==> src/rtl/axi_tg_pkg.sv <==
// Shared types and constants for the AXI write/read-back traffic generator.
package axi_tg_pkg;

  typedef enum logic [2:0] {
    S_IDLE,
    S_AW,
    S_W,
    S_B,
    S_AR,
    S_R,
    S_DONE
  } state_e;

  localparam logic [1:0]  AXI_BURST_INCR = 2'b01;
  // Galois right-shift mask for x^32+x^22+x^2+x+1
  localparam logic [31:0] LFSR_TAPS      = 32'h8020_0003;

  function automatic logic [2:0] axi_size(input int unsigned bytes);
    return 3'($clog2(bytes));
  endfunction

endpackage

==> src/rtl/axi_tg_lfsr.sv <==
// Galois LFSR pattern source; built only when AXI_TG_LFSR_EN is defined.
`ifdef AXI_TG_LFSR_EN
module axi_tg_lfsr
  import axi_tg_pkg::*;
#(
  parameter int unsigned W = 32
) (
  input  logic         clk,
  input  logic         rst_n,
  input  logic         enable,
  input  logic         load,
  input  logic [W-1:0] seed,
  output logic [W-1:0] value
);

  // A zero seed would lock the LFSR, so it is replaced by 1
  always_ff @(posedge clk or negedge rst_n) begin
    if (!rst_n) begin
      value <= '0;
    end else if (load) begin
      value <= (seed == '0) ? W'(1) : seed;
    end else if (enable) begin
      value <= value[0] ? ((value >> 1) ^ W'(LFSR_TAPS)) : (value >> 1);
    end
  end

endmodule
`endif

==> src/rtl/axi_traffic_gen.sv <==
// Single AXI master: one INCR write burst, then a read-back burst compared against the same pattern.
// Optional macro AXI_TG_LFSR_EN selects an LFSR data pattern instead of seed+k.
module axi_traffic_gen
  import axi_tg_pkg::*;
#(
  parameter int unsigned ID_W   = 4,
  parameter int unsigned ADDR_W = 16,
  parameter int unsigned DATA_W = 32
) (
  input  logic                clk,
  input  logic                rst_n,
  input  logic                start,
  input  logic [ADDR_W-1:0]   base_addr,
  input  logic [7:0]          len,
  input  logic [ID_W-1:0]     tid,
  input  logic [DATA_W-1:0]   seed,
  output logic                busy,
  output logic                done,
  output logic                pass,
  output logic [8:0]          err_cnt,
  output logic                awvalid,
  input  logic                awready,
  output logic [ID_W-1:0]     awid,
  output logic [ADDR_W-1:0]   awaddr,
  output logic [7:0]          awlen,
  output logic [2:0]          awsize,
  output logic [1:0]          awburst,
  output logic                wvalid,
  input  logic                wready,
  output logic [DATA_W-1:0]   wdata,
  output logic [DATA_W/8-1:0] wstrb,
  output logic                wlast,
  input  logic                bvalid,
  input  logic [ID_W-1:0]     bid,
  output logic                bready,
  output logic                arvalid,
  input  logic                arready,
  output logic [ID_W-1:0]     arid,
  output logic [ADDR_W-1:0]   araddr,
  output logic [7:0]          arlen,
  output logic [2:0]          arsize,
  output logic [1:0]          arburst,
  input  logic                rvalid,
  output logic                rready,
  input  logic [ID_W-1:0]     rid,
  input  logic [DATA_W-1:0]   rdata,
  input  logic                rlast
);

  localparam int unsigned STRB_W  = DATA_W / 8;
  localparam logic [2:0]  AX_SIZE = axi_size(STRB_W);

  state_e              state, state_nxt;
  logic [ADDR_W-1:0]   addr_q;
  logic [7:0]          len_q;
  logic [ID_W-1:0]     tid_q;
  logic [DATA_W-1:0]   seed_q;
  logic [DATA_W-1:0]   pat;
  logic [8:0]          beat_q, beat_nxt;
  logic [8:0]          err_nxt;
  logic [9:0]          err_sum;
  logic [1:0]          err_inc;
  logic                aw_hs, w_hs, b_hs, ar_hs, r_hs;
  logic                pat_load, pat_step, data_bad, rlast_bad;
  logic                awvalid_d, wvalid_d, bready_d, arvalid_d, rready_d, busy_d, done_d;

  assign aw_hs = awvalid && awready;
  assign w_hs  = wvalid && wready;
  assign b_hs  = bvalid && bready;
  assign ar_hs = arvalid && arready;
  assign r_hs  = rvalid && rready;

  assign awaddr  = addr_q;
  assign araddr  = addr_q;
  assign awlen   = len_q;
  assign arlen   = len_q;
  assign awid    = tid_q;
  assign arid    = tid_q;
  assign awsize  = AX_SIZE;
  assign arsize  = AX_SIZE;
  assign awburst = AXI_BURST_INCR;
  assign arburst = AXI_BURST_INCR;
  assign wdata   = pat;
  assign wstrb   = {STRB_W{wvalid}};

  // Pattern restarts at P(0) at the start of both the write and the read burst
  assign pat_load = (state == S_AW && aw_hs) || (state == S_AR && ar_hs);
  assign pat_step = (state == S_W && w_hs) || (state == S_R && r_hs);
  assign beat_nxt = pat_load ? 9'd0 : (pat_step ? beat_q + 9'd1 : beat_q);

`ifdef AXI_TG_LFSR_EN
  axi_tg_lfsr #(.W(DATA_W)) u_lfsr (
    .clk    (clk),
    .rst_n  (rst_n),
    .enable (pat_step),
    .load   (pat_load),
    .seed   (seed_q),
    .value  (pat)
  );
`else
  always_ff @(posedge clk or negedge rst_n) begin
    if (!rst_n)        pat <= '0;
    else if (pat_load) pat <= seed_q;
    else if (pat_step) pat <= pat + DATA_W'(1);
  end
`endif

  // Error accounting: bad BID, bad data/id per beat, misplaced or missing RLAST
  assign data_bad  = (rdata != pat) || (rid != tid_q);
  assign rlast_bad = rlast ? (beat_q < 9'(len_q)) : (beat_q == 9'(len_q));

  always_comb begin
    err_inc = 2'd0;
    if (state == S_B && b_hs && bid != tid_q) err_inc = 2'd1;
    if (state == S_R && r_hs)                 err_inc = 2'(data_bad) + 2'(rlast_bad);
  end

  assign err_sum = 10'(err_cnt) + 10'(err_inc);
  assign err_nxt = err_sum[9] ? 9'h1FF : err_sum[8:0];

  always_ff @(posedge clk or negedge rst_n) begin
    if (!rst_n) state <= S_IDLE;
    else        state <= state_nxt;
  end

  always_comb begin
    state_nxt = state;
    case (state)
      S_IDLE: if (start)          state_nxt = S_AW;
      S_AW:   if (aw_hs)          state_nxt = S_W;
      S_W:    if (w_hs && wlast)  state_nxt = S_B;
      S_B:    if (b_hs)           state_nxt = S_AR;
      S_AR:   if (ar_hs)          state_nxt = S_R;
      S_R:    if (r_hs && rlast)  state_nxt = S_DONE;
      S_DONE:                     state_nxt = S_IDLE;
      default:                    state_nxt = S_IDLE;
    endcase
  end

  // Channel controls decoded from the next state so they are registered outputs
  always_comb begin
    awvalid_d = 1'b0;
    wvalid_d  = 1'b0;
    bready_d  = 1'b0;
    arvalid_d = 1'b0;
    rready_d  = 1'b0;
    busy_d    = 1'b0;
    done_d    = 1'b0;
    case (state_nxt)
      S_AW:    begin awvalid_d = 1'b1; busy_d = 1'b1; end
      S_W:     begin wvalid_d  = 1'b1; busy_d = 1'b1; end
      S_B:     begin bready_d  = 1'b1; busy_d = 1'b1; end
      S_AR:    begin arvalid_d = 1'b1; busy_d = 1'b1; end
      S_R:     begin rready_d  = 1'b1; busy_d = 1'b1; end
      S_DONE:  done_d = 1'b1;
      default: ;
    endcase
  end

  always_ff @(posedge clk or negedge rst_n) begin
    if (!rst_n) begin
      addr_q  <= '0;
      len_q   <= '0;
      tid_q   <= '0;
      seed_q  <= '0;
      beat_q  <= '0;
      err_cnt <= '0;
      pass    <= 1'b0;
      wlast   <= 1'b0;
      awvalid <= 1'b0;
      wvalid  <= 1'b0;
      bready  <= 1'b0;
      arvalid <= 1'b0;
      rready  <= 1'b0;
      busy    <= 1'b0;
      done    <= 1'b0;
    end else begin
      if (state == S_IDLE && start) begin
        addr_q  <= base_addr;
        len_q   <= len;
        tid_q   <= tid;
        seed_q  <= seed;
        err_cnt <= '0;
        pass    <= 1'b0;
      end else begin
        err_cnt <= err_nxt;
        if (state_nxt == S_DONE) pass <= (err_nxt == '0);
      end
      beat_q  <= beat_nxt;
      wlast   <= (state_nxt == S_W) && (beat_nxt == 9'(len_q));
      awvalid <= awvalid_d;
      wvalid  <= wvalid_d;
      bready  <= bready_d;
      arvalid <= arvalid_d;
      rready  <= rready_d;
      busy    <= busy_d;
      done    <= done_d;
    end
  end

endmodule

==> config.mk <==
export PLATFORM = sky130hd
export DESIGN_NAME = axi_traffic_gen
export DESIGN_NICKNAME = d
export VERILOG_FILES = /design/src/rtl/axi_tg_pkg.sv /design/src/rtl/axi_tg_lfsr.sv /design/src/rtl/axi_traffic_gen.sv
export SDC_FILE = /design/constraint.sdc
export NUM_CORES = 1
export LEC_CHECK = 0
export BUFFER_PORTS_ARGS = -buffer_cell sky130_fd_sc_hd__buf_2
export CAP_MARGIN = 25
export CORE_ASPECT_RATIO = 0.8
export CORE_MARGIN = 2
export CORE_UTILIZATION = 50
export CTS_CLUSTER_DIAMETER = 50
export CTS_CLUSTER_SIZE = 20
export DETAILED_ROUTE_END_ITERATION = 8
export PLACE_DENSITY = 0.87
export SLEW_MARGIN = 0
export SYNTH_ARGS = -nofsm -noshare
export SYNTH_HDL_FRONTEND = slang
export SYNTH_SLANG_ARGS = --single-unit
==> constraint.sdc <==
create_clock -name clk -period 4.48 [get_ports clk]
set_clock_uncertainty 0.15 [all_clocks]
set_input_delay 0.224 -clock clk [delete_from_list [all_inputs] [get_ports clk]]
set_output_delay 0.224 -clock clk [all_outputs]
set_load 0.005 [all_outputs]
; Word-level counts from Yosys, hierarchy flattened
; Cells that the tools add are included.
[word_totals]
in_bits = 109
mem_bits_rw = 0
output_inout_bits = 120
elab_cells = 86
mem_bits_ro = 0
latch_bits = 0
memories = 0
regBits = 122
[op_classes]
order_cmp = 1
mul = 0
addsub = 4
shifts = 0
div = 0
mux = 25
eq_ne = 16
n_reduce_logical = 23
n_bitwise = 0
[op_table]
columns = operator, n
row1 = $mux 32, 2
row2 = $mux 9, 4
row3 = $add 32x1->32 const B, 1
row4 = $ne 32x32->1, 1
row5 = $eq 9x8->1, 2
row6 = $mux 3, 6
row7 = $pmux 3 s6, 1
row8 = $eq 3x3->1 const B, 5
row9 = $logic_and 1x1->1, 15
row10 = $eq 3x2->1 const B, 4
row11 = $mux 1, 11
row12 = $add 9x2->10, 1
row13 = $add 9x1->9 const B, 1
row14 = $logic_not 9->1, 1
row15 = $lt 9x8->1, 1
row16 = $ne 4x4->1, 2
row17 = $eq 3x1->1 const B, 2
row18 = $reduce_or 5->1, 1
row19 = $reduce_bool 2->1, 2
row20 = $logic_not 3->1, 1
row21 = $logic_or 1x1->1, 3
row22 = $add 1x1->2, 1
row23 = $mux 2, 1

; Depth between registers and ports, before layout
[logic_depth]
ltp_word = 10
ltp_mapped = 21
ltp_nobuf = 20

; Worst setup path after synthesis
; Ideal clock, no wire load.
[synth_timing]
path_type = register to register
startpoint = reg len_q[1] (netlist: arlen[1])
endpoint = reg pass
arrival_ps = 3396
path_stages_with_launch = 21
setup_slack_ps = 856
t_required_ps = 4252
n_path_buf = 0
setup_time_ps = 78
path_cell_list = dfrtp_1 > inv_1 > ha_1 > nor2b_1 > o21a_1 > o21a_1 > o21ai_0 > a21oi_1 > o21ai_0 > ha_1 > nand2_1 > o31ai_1 > ha_1 > inv_1 > fa_1 > and3b_1 > nand2_1 > o32ai_1 > nand3_1 > or3_1 > a21oi_1
[synth_between]
elab_chain_len = 9
[synth_lines]
columns = item, line_no
row1 = from (decl), axi_traffic_gen.sv:55  ; logic [7:0] len_q;
row2 = from (signal assigned), axi_traffic_gen.sv:180  ; len_q <= len;
row3 = $lt 9x8->1 / $eq 9x8->1 (equally long branches), axi_traffic_gen.sv:110  ; assign rlast_bad = rlast ? (beat_q < 9'(len_q)) : (beat_q == 9'(len_q));
row4 = $mux 1 *, axi_traffic_gen.sv:110
row5 = $add 1x1->2 *, axi_traffic_gen.sv:115  ; if (state == S_R && r_hs) err_inc = 2'(data_bad) + 2'(rlast_bad);
row6 = $mux 2 *, axi_traffic_gen.sv:115
row7 = $add 9x2->10 *, axi_traffic_gen.sv:118  ; assign err_sum = 10'(err_cnt) + 10'(err_inc);
row8 = $mux 9 *, axi_traffic_gen.sv:119  ; assign err_nxt = err_sum[9] ? 9'h1FF : err_sum[8:0];
row9 = $logic_not 9->1 *, axi_traffic_gen.sv:187  ; if (state_nxt == S_DONE) pass <= (err_nxt == '0);
row10 = $mux 1 *, axi_traffic_gen.sv:187
row11 = $mux 1 *, axi_traffic_gen.sv:178  ; if (state == S_IDLE && start) begin
row12 = to (signal assigned), axi_traffic_gen.sv:187
row13 = to (decl), axi_traffic_gen.sv:19  ; output logic pass,
; Every way passes the cells marked *; elsewhere a longest branch is shown, timed or not. The select of a mux whose other input is x is not followed.
; A chain may end at the register's enable or synchronous reset.

; Worst setup path in the final report
; Same ends and word-level chain as after synthesis.

==> qor.txt <==
Status: completed
Share of cells above drive strength 1: 33.37%
Die H: 109.3 um
Top cells by area, synth: dfrtp_1 (44%), mux2_2 (8.8%), xnor2_1 (4.9%)
# DRC: 0
CP Capture Type: flop
Worst path slowest cell: dfrtp_1
Vias/cell: 5.586
CTS clk-pin slew, worst paths: 0.06 ns
H-tree depth: 4
Pleak: 4.211 nW
EDFF count, synth: 0
Vias: 6312
Largest family of logic cells by synthesized area: simple AND/OR/NAND/NOR gates
Postcts setup bufs: 0
Post-DP HPWL: 14.07 mm
Post-synthesis simple-gate area fraction: 16.22%
Die Area: 14830 um2
Max Cap Violations: 0
Worst Path Required: 4.66 ns
First-pass GRT wire length: 31.78 mm
CTS resizes: 0
Crit share post-route: 89.04%
Max-slew headroom: 28.90%
FF+latch count, synth: 122
Register area share after synthesis: 44.03%
Post-Route WL: 20.27 mm
Setup Crit Path Kind: flop to flop
Async S/R FF share, synth: 100.0%
R2R Setup Slk: 0.49 ns
Total GRT Usage: 27.71%
IO Count: 229
Mapped Area: 6934 um2
Placed cell area: 7915 um2
Complex-gate fraction of the synthesized area: 11.76%
Leading area contributor after synthesis: dfrtp_1
Vias in the first global route: 6198
Routed Antenna Nets: 0
PortBufs: 218
Net count, final: 1060
Pre-CTS setup slack: 0.5583 ns
Met3 usage: 6.455%
Worst-margin pin slew: 1.057 ns
Final setup fails: 0
Met2 Use GR: 44.73%
Synth Area in Adders: 2.634%
Most common cell after layout, fill and taps aside: buf_2
Ant diodes: 0
Die Wd: 135.7 um
Initial antenna violation count: 0
Mux cell area share after synthesis: 9.780%
Root buf cell: clkbuf_16
Xor and xnor area share after synthesis: 7.903%
Routability cong.: 0.9170
CP Capture Point: pass
Met1 global-route usage: 36.58%
CP Launch Type: flop
Grt ovf: 0
Post-synth top area share: 44.03%
Synth warnings: 0
CTS Buf Count: 17
Critical R2R Capture: pass
VDD IR-drop max: 0.0003552 V
Fmax: 0.2507 GHz
Rows: 38
Worst skew pair latency: 0.41 ns
RR Startpoint: arlen[1]
Largest net degree at the start of global routing: 66
Placeable Area: 13550 um2
Design area: 9128 um2
Post-Syn Instances: 695
Area grow syn2layout: 31.63%
Min Tclk post-route: 3.989 ns
Yosys cell types: 61
Worst setup path startpoint: arlen[1]
Crit Path Max Fanout: 4
Crit-path max cell delay: 0.39 ns
PwrDens: 586.1 nW/um2
Drt pass-1 iters: 5
CTS tree: yes
Arrival @ worst endpoint: 4.17 ns
Worst setup margin: 0.4909 ns
Main synth FF type: dfrtp_1
Fin. Hold Viols: 0
Max Slew Vio Count: 0
Clk sink count: 122
Drt wl/cell: 17.94 um
GR peak layer: met2
Most frequent cells in the layout: buf_2 (217), dfrtp_1 (122), nand2_1 (63), dlygate4sd3_1 (63), mux2_2 (54)
First-iteration detailed-routing DRC count: 533
Tightest Hold Check Type: input port to flop
Setup repair after global routing missed its margin: no
Most frequent CP cell: ha_1
Hold path start: bvalid
Register-to-Register Path Depth: 20
Initial core utilization: 51.17%
CTS max path bufs: 2
Post-Syn Area per Cell: 9.977 um2
Cells along the critical path: inv_1 -> ha_1 -> nor2b_1 -> o21a_1 -> o21a_1 -> o21ai_0 -> a21oi_1 -> o21ai_0 -> ha_1 -> nand2_1 -> o31ai_1 -> ha_1 -> inv_1 -> fa_1 -> and3b_1 -> nand2_1 -> o32ai_1 -> nand3_1 -> or3_1 -> a21oi_1
Setup TNS: 0 ns
==> metal layers <==
layer,part of all wire [%],vias to the layer above
met5,0,-
met4,3.0,0
met3,7.6,55
met2,47,312
met1,42,3011
li1,-,2934
==> registers in the layout (all words and copies together) (netlist names) <==
name and cells:
state 3, bready 1, arlen 8, wvalid 1, pass 1, busy 1, wdata 32, arid 4
araddr 16, wlast 1, rready 1, done 1, err_cnt 9, beat_q 9, seed_q 32, awvalid 1
arvalid 1
==> synthesized netlist by cell type, types with 5 or more instances <==
cell / number
ha_1: 13
mux2i_1: 7
inv_1: 20
nand4_1: 20
xor2_1: 21
and3_1: 12
clkbuf_1: 25
nor2_1: 36
nand2_1: 63
dfrtp_1: 122
mux2_2: 54
xnor2_1: 39
buf_4: 42
o21ai_0: 44
nor4_1: 11
nor2b_1: 7
a31oi_1: 7
and2_1: 5
a221o_1: 10
o311ai_0: 9
nor3_1: 10
a21oi_1: 25
nand3_1: 25
==> power by group <==
part | total, mW | switching, mW | leakage, nW | internal (mW)
registers | 2.11 | 0.567 | 1.52 | 1.55
logic | 1.90 | 0.882 | 2.40 | 1.01
clock network | 1.34 | 0.493 | 0.283 | 0.846
==> through the flow <==
step | util, % | power [mW] | hold slack (ns) | cells
detailed placement | 58.41 | 3.929 | -0.006155 | 1035
finish | 67.36 | 5.350 | 0.03131 | 1130
CTS | 67.36 | 5.343 | 0.02444 | 1130
global route | 67.36 | 5.680 | 0.06040 | 1130
global placement | 58.41 | 3.865 | -0.005766 | 1035
floorplan | - | 3.276 | -0.2216 | 703
==> cells by family (layout without fill, tap and decap cells) <==
logic type	Yosys count	count (layout)
adders and majority gates	14	14
and+or+nand+nor	218	218
AOI/OAI and AO/OA	124	124
DFF	122	122
xor gates and xnor gates	61	61
buffers and inverters	93	340
other	2	10
muxes	61	61
==> worst min path at each step <==
stage	end	slack, ns	cells past startpoint
2_1_floorplan	araddr[0]	-0.22	0
3_3_place_gp	beat_q[5]	-0.006	1
3_5_place_dp	beat_q[5]	-0.006	1
4_1_cts	bready	0.02	4
5_1_grt	bready	0.06	4
6_report	bready	0.03	4
==> timing repair <==
action	4_1_cts	5_1_grt
hold buffers	63	0
endpoints found under the setup margin	0	0
hold endpoints to repair	85	0
==> area by class of cell <==
type / instances / area [um2]
clock buffers: 21 / 460.4
clock inverters: 11 / 121.4
fillers: 1065 / 4423
inverters: 20 / 75.07
multi-input cells: 488 / 3403
flip-flops and latches: 122 / 3053
well taps: 180 / 225.2
repair buffers: 288 / 1789
==> worst max-delay path, delay by kind of cell, from the launching register on <==
kind            cells  cell delay, ns
compound gates      8            1.12
fa+ha+maj           4            1.10
simple gates        6            0.99
flops               1            0.39
buf+inv             2            0.14
No activity file was read; power rests on OpenSTA's default activity.
